$ cat src/rtl/pe_qz_defs.sv
// rtl/pe_qz_defs.sv - shared constants, state type and clog2 helper for the lane packer
package pe_qz_defs;

  localparam int PE_QZ_TBYTE = 8;
  localparam int PE_QZ_NLANE = 8;

  typedef enum logic {
    ST_EMPTY = 1'b0,
    ST_FILL  = 1'b1
  } pe_qz_state_e;

  function automatic int pe_qz_clog2(input int n);
    int r;
    r = 0;
    for (int i = 0; i < 31; i++) begin
      if ((1 << i) < n) r = i + 1;
    end
    return r;
  endfunction

endpackage

$ cat src/rtl/pe_qz_obuf.sv
// rtl/pe_qz_obuf.sv - 2-entry output FIFO with registered head and zeroed empty slots
module pe_qz_obuf #(
  parameter int W = 8
) (
  input  logic         clk,
  input  logic         rst_n,
  input  logic [W-1:0] i_s_tdata,
  input  logic         i_s_tvalid,
  output logic         o_s_tready,
  output logic [W-1:0] o_m_tdata,
  output logic         o_m_tvalid,
  input  logic         i_m_tready
);

  logic [W-1:0] r_d0;
  logic [W-1:0] r_d1;
  logic         r_vld0;
  logic         r_vld1;
  logic         w_push;
  logic         w_pop;

  // Readiness depends only on stored occupancy, never on the downstream ready.
  assign o_s_tready = ~r_vld1;
  assign o_m_tdata  = r_d0;
  assign o_m_tvalid = r_vld0;
  assign w_push     = i_s_tvalid & ~r_vld1;
  assign w_pop      = r_vld0 & i_m_tready;

  always_ff @(posedge clk or negedge rst_n) begin
    if (!rst_n) begin
      r_d0   <= '0;
      r_d1   <= '0;
      r_vld0 <= 1'b0;
      r_vld1 <= 1'b0;
    end else begin
      case ({w_push, w_pop})
        2'b10: begin
          if (!r_vld0) begin
            r_d0   <= i_s_tdata;
            r_vld0 <= 1'b1;
          end else begin
            r_d1   <= i_s_tdata;
            r_vld1 <= 1'b1;
          end
        end
        2'b01: begin
          if (r_vld1) begin
            r_d0   <= r_d1;
            r_d1   <= '0;
            r_vld1 <= 1'b0;
          end else begin
            r_d0   <= '0;
            r_vld0 <= 1'b0;
          end
        end
        2'b11: r_d0 <= i_s_tdata;
        default: ;
      endcase
    end
  end

endmodule

$ cat src/rtl/pe_qz_packer.sv
// rtl/pe_qz_packer.sv - packs TBYTE-wide beats into NLANE-lane words with flush and keep flags
module pe_qz_packer
  import pe_qz_defs::*;
#(
  parameter int TBYTE     = PE_QZ_TBYTE,
  parameter int NLANE     = PE_QZ_NLANE,
  parameter int MSB_FIRST = 1
) (
  input  logic                   clk,
  input  logic                   reset,
  input  logic [TBYTE-1:0]       data8_din,
  input  logic                   valid8_din,
  input  logic                   flush_din,
  output logic                   ready8_dout,
  output logic [TBYTE*NLANE-1:0] data_dout,
  output logic [NLANE-1:0]       keep_dout,
  output logic                   last_dout,
  output logic                   valid_dout,
  input  logic                   ready_din
);

  localparam int CW = pe_qz_clog2(NLANE);
  localparam int DW = TBYTE * NLANE;
  localparam int FW = DW + NLANE + 1;
  localparam logic [CW-1:0] LAST_LANE = CW'(NLANE - 1);

  pe_qz_state_e   r_state;
  pe_qz_state_e   w_state_nxt;
  logic [CW-1:0]  r_cnt;
  logic [DW-1:0]  r_pack;
  logic [NLANE-1:0] r_keep;
  logic           r_rdy_en;

  logic           w_buf_ready;
  logic           w_accept;
  logic           w_close_beat;
  logic           w_flush_only;
  logic           w_push;
  logic [CW-1:0]  w_lane;
  int             w_base;
  logic [DW-1:0]  w_ins_pack;
  logic [NLANE-1:0] w_ins_keep;
  logic [FW-1:0]  w_push_word;
  logic [FW-1:0]  w_out_word;

  // r_rdy_en holds ready low through reset and up to the first edge after release.
  assign ready8_dout  = r_rdy_en & w_buf_ready;
  assign w_accept     = valid8_din & ready8_dout;
  assign w_close_beat = w_accept & (flush_din | (r_cnt == LAST_LANE));
  assign w_flush_only = flush_din & ~valid8_din & ready8_dout & (r_state == ST_FILL);
  assign w_push       = w_close_beat | w_flush_only;
  assign w_lane       = (MSB_FIRST != 0) ? (LAST_LANE - r_cnt) : r_cnt;

  always_comb begin
    w_base     = int'(w_lane) * TBYTE;
    w_ins_pack = r_pack;
    w_ins_pack[w_base +: TBYTE] = data8_din;
    w_ins_keep = r_keep | (NLANE'(1) << r_cnt);
  end

  assign w_push_word = w_close_beat ? {w_ins_pack, w_ins_keep, flush_din}
                                    : {r_pack, r_keep, 1'b1};

  always_ff @(posedge clk or negedge reset) begin
    if (!reset) r_state <= ST_EMPTY;
    else        r_state <= w_state_nxt;
  end

  always_comb begin
    w_state_nxt = r_state;
    if (w_push)        w_state_nxt = ST_EMPTY;
    else if (w_accept) w_state_nxt = ST_FILL;
  end

  always_ff @(posedge clk or negedge reset) begin
    if (!reset) begin
      r_cnt    <= '0;
      r_pack   <= '0;
      r_keep   <= '0;
      r_rdy_en <= 1'b0;
    end else begin
      r_rdy_en <= 1'b1;
      if (w_push) begin
        r_cnt  <= '0;
        r_pack <= '0;
        r_keep <= '0;
      end else if (w_accept) begin
        r_cnt  <= r_cnt + 1'b1;
        r_pack <= w_ins_pack;
        r_keep <= w_ins_keep;
      end
    end
  end

  pe_qz_obuf #(
    .W (FW)
  ) u_obuf (
    .clk        (clk),
    .rst_n      (reset),
    .i_s_tdata  (w_push_word),
    .i_s_tvalid (w_push),
    .o_s_tready (w_buf_ready),
    .o_m_tdata  (w_out_word),
    .o_m_tvalid (valid_dout),
    .i_m_tready (ready_din)
  );

  assign {data_dout, keep_dout, last_dout} = w_out_word;

endmodule
$ cat config.mk
export PLATFORM = sky130hd
export DESIGN_NAME = pe_qz_packer
export DESIGN_NICKNAME = d
export VERILOG_FILES = /design/src/rtl/pe_qz_defs.sv /design/src/rtl/pe_qz_obuf.sv /design/src/rtl/pe_qz_packer.sv
export SDC_FILE = /design/constraint.sdc
export NUM_CORES = 1
export LEC_CHECK = 0
export ABC_CLOCK_PERIOD_IN_PS = 2800
export BUFFER_PORTS_ARGS = -buffer_cell sky130_fd_sc_hd__buf_2
export CELL_PAD_IN_SITES_DETAIL_PLACEMENT = 0
export CELL_PAD_IN_SITES_GLOBAL_PLACEMENT = 1
export CORE_MARGIN = 4
export CORE_UTILIZATION = 40
export DETAILED_ROUTE_END_ITERATION = 10
export PLACE_DENSITY = 0.85
export SKIP_LAST_GASP = 1
export SLEW_MARGIN = 5
export SYNTH_ARGS = -nofsm -noshare
export SYNTH_HDL_FRONTEND = slang
export SYNTH_SLANG_ARGS = --single-unit
$ cat constraint.sdc
create_clock -name clk -period 2.8 [get_ports clk]
set_input_delay 0.14 -clock clk [delete_from_list [all_inputs] [get_ports clk]]
set_output_delay 0.14 -clock clk [all_outputs]
set_load 0.03 [all_outputs]
==> flow_summary.toml <==
[sta]
min_period_ns = 2.65
finClkSkew_ns = 0.0183
slew_violations = 0
hold_violations = 0
post-route-period-util = 0.945
max_freq_mhz = 378
worstMarginPinSlew_ns = 0.802
rsz0062_at_grt = "no"
finalSetupViolations = 0
tns_ns = 0
timing.slew.headroom = 0.466

[layout]
diodes = 0
layout_common_cells = "dfrtp_1 (225), nand2_1 (216), a31oi_1 (95)"
fill_cells = 2315
layout_commonest_cell = "dfrtp_1"
syn_to_final_growth_pct = 19.9
fin_cells = 1503
final_nets = 1187
drive_gt1_frac = 0.160
fin_area_mm2 = 0.0119

[detailed_routing]
avgRoutedWirePerCell_um = 16.8
met3_length_mm = 1.15
drtIter0Drc = 699
wl_met1_mm = 11.6
dr_wl_met2_mm = 12.1
top_layer = "met5"
vias = 8056
drc_errors = 0
wl_mm = 25.2
drtAntennaViolNets = 0
first_pass_iters = 5
viasPerCell = 5.36

[die]
die_h_um = 166
core_area_mm2 = 0.0244
die_area_mm2 = 0.0275
rows = 57
die_w_um = 166
ioPinCount = 88
start_util = 0.408

[grt]
antenna_found_initial = 1
grt_pass1_wl_mm = 41.3
grtUsageTotal = 0.179
grt.overflow.total = 0
grt_pass1_vias = 7616
grt_start_max_net_pins = 102

[setup_path]
crit_fanout = 8
worstSetupStartpointType = "flip-flop"
crit_path_start = "r_cnt[0]"
r2r_setup_slack_ns = 0.15
cp.arrival_ns = 3.02
reg2reg_depth = 8
critical_path_class = "reg2reg"
timing.rr.start = "r_cnt[0]"
required_ns = 3.17
timing.rr.end = "u_obuf.o_m_tdata[43]"
end_kind = "flip-flop"

[power]
ir_drop_uv = 688
power_density_mw_per_mm2 = 1180
design_power_total_mw = 14.1
p_leak_nw = 5.35

[cts]
path_clk_slew_ns = 0.06
clkSinkCount = 225
cts_buffers = 24
tritoncts = "yes"
cts-root-buf = "clkbuf_16"
clk_path_buf_depth = 3
h-tree-depth = 1
clock_latency_ns = 0.52

[hold_path]
hold_path.class = "in2reg"
holdPathStages = 2
hold_start = "data8_din[7]"
whs_endpoint = "r_pack[55]"

[placed_design]
place_area_mm2 = 0.0110
gp_congestion = 0.869
dp.cells = 1453
numPortBuffers = 87
dp_hpwl_mm = 17.3

[yosys]
ys_async_sr_fraction = 1.00
ys_seq_area_frac = 0.566
ys_warn_count = 0
synth_fp_nets = 1085
netlist_area_mm2 = 0.00995
synth_area_per_cell_um2 = 9.37
syn_inst = 1062
synth_top_flop_cell = "dfrtp_1"
synthDistinctLibCells = 39
ys_seq_elements = 225
synth_edf_count = 0

[outcome]
status = "finished, final reports clean"

[flow_run]
cap_violations = 0
## logic make-up (layout without fill, tap and decap cells)
kind of cell	Yosys count	in the layout	synth area share
adders and majority gates	10	10	0.0126
AOI/OAI and AO/OA	312	312	0.179
and+or+nand+nor	422	422	0.199
muxes	11	11	0.0111
buffers and inverters	81	198	0.0322
other	1	1	0.000377
DFF	225	225	0.566
## layer usage
metal  vias up  global-route usage
met5         -                   0
met2       188               0.289
li1       3896                   -
met4         2              0.0384
met3        38              0.0272
met1      3932               0.258
## worst max-delay path by stage
stage / to / cells past startpoint
finish: u_obuf.o_m_tdata[43] / 8
global route: u_obuf.r_d1[49] / 11
CTS: u_obuf.o_m_tdata[46] / 8
detailed placement: u_obuf.o_m_tdata[46] / 8
global placement: u_obuf.o_m_tdata[41] / 8
floorplan: u_obuf.o_m_tdata[55] / 12
## per-stage QoR
step	util	hold WS, ns	worst slack (ns)
after floorplan	-	-0.156	0.00700
after global placement	0.453	0.236	0.230
after detailed placement	0.453	0.250	0.181
after CTS	0.489	0.00536	0.154
after global routing	0.489	0.0256	0.0363
final	0.489	0.0165	0.155
## area by class of cell
cell class / instances / area (µm²) / area share
Sequential cell: 225 / 5630 / 0.472
Clock buffer: 33 / 664 / 0.0557
Timing Repair Buffer: 149 / 1050 / 0.0877
Inverter: 8 / 30.0 / 0.00252
Clock inverter: 8 / 130 / 0.0109
Tap cell: 324 / 405 / 0.0340
Multi-Input combinational cell: 756 / 4030 / 0.337
## cells in the mapped netlist (3+ instances only)
cell	number	area share
nand2b_1	11	0.0069
o21ai_1	71	0.036
nand2_1	216	0.081
o31ai_1	8	0.0060
a22o_1	8	0.0070
o21a_1	6	0.0045
a2bb2oi_1	3	0.0026
nor2b_1	18	0.011
nor3_1	4	0.0020
ha_1	10	0.013
o211ai_1	4	0.0030
nor2_1	94	0.035
o21ai_0	58	0.029
buf_2	13	0.0065
buf_1	3	0.0011
nand3_1	5	0.0025
and2_1	12	0.0075
nor3b_1	39	0.029
mux2i_1	11	0.011
and3b_1	7	0.0062
clkbuf_1	57	0.022
or2_1	3	0.0019
inv_1	6	0.0023
dfrtp_1	225	0.57
and3_1	4	0.0025
a21oi_1	55	0.028
a31oi_1	95	0.060
## registers in the layout (all words and copies together) (netlist names)
signal,flops
r_cnt,3
r_keep,8
r_pack,64
r_rdy_en,1
r_state,1
u_obuf.o_m_tdata,73
u_obuf.o_m_tvalid,1
u_obuf.r_d1,73
u_obuf.r_vld1,1
## worst max-delay path: stages, from the launching register on
cell and delay, ns:
dfrtp_1 0.39, ha_1 0.24, ha_1 0.40, nand2b_1 0.22
or4_1 0.52, buf_4 0.19, and3b_1 0.18, a31oi_1 0.24
a31oi_1 0.12
## repair_timing
| action | in CTS | in global routing |
|---|---|---|
| gates resized for setup | 0 | 1 |
| hold endpoints to repair | 115 | 0 |
| hold buffers | 9 | 0 |
| setup buffers | 0 | 0 |
| setup endpoints to repair | 0 | 2 |
## report_power, final
group	leakage (nW)	internal, mW	switching, mW
combinational	2.05	1.88	3.83
sequential	2.92	4.50	0.663
clock	0.390	1.93	1.27
No activity file was read; power rests on OpenSTA's default activity.
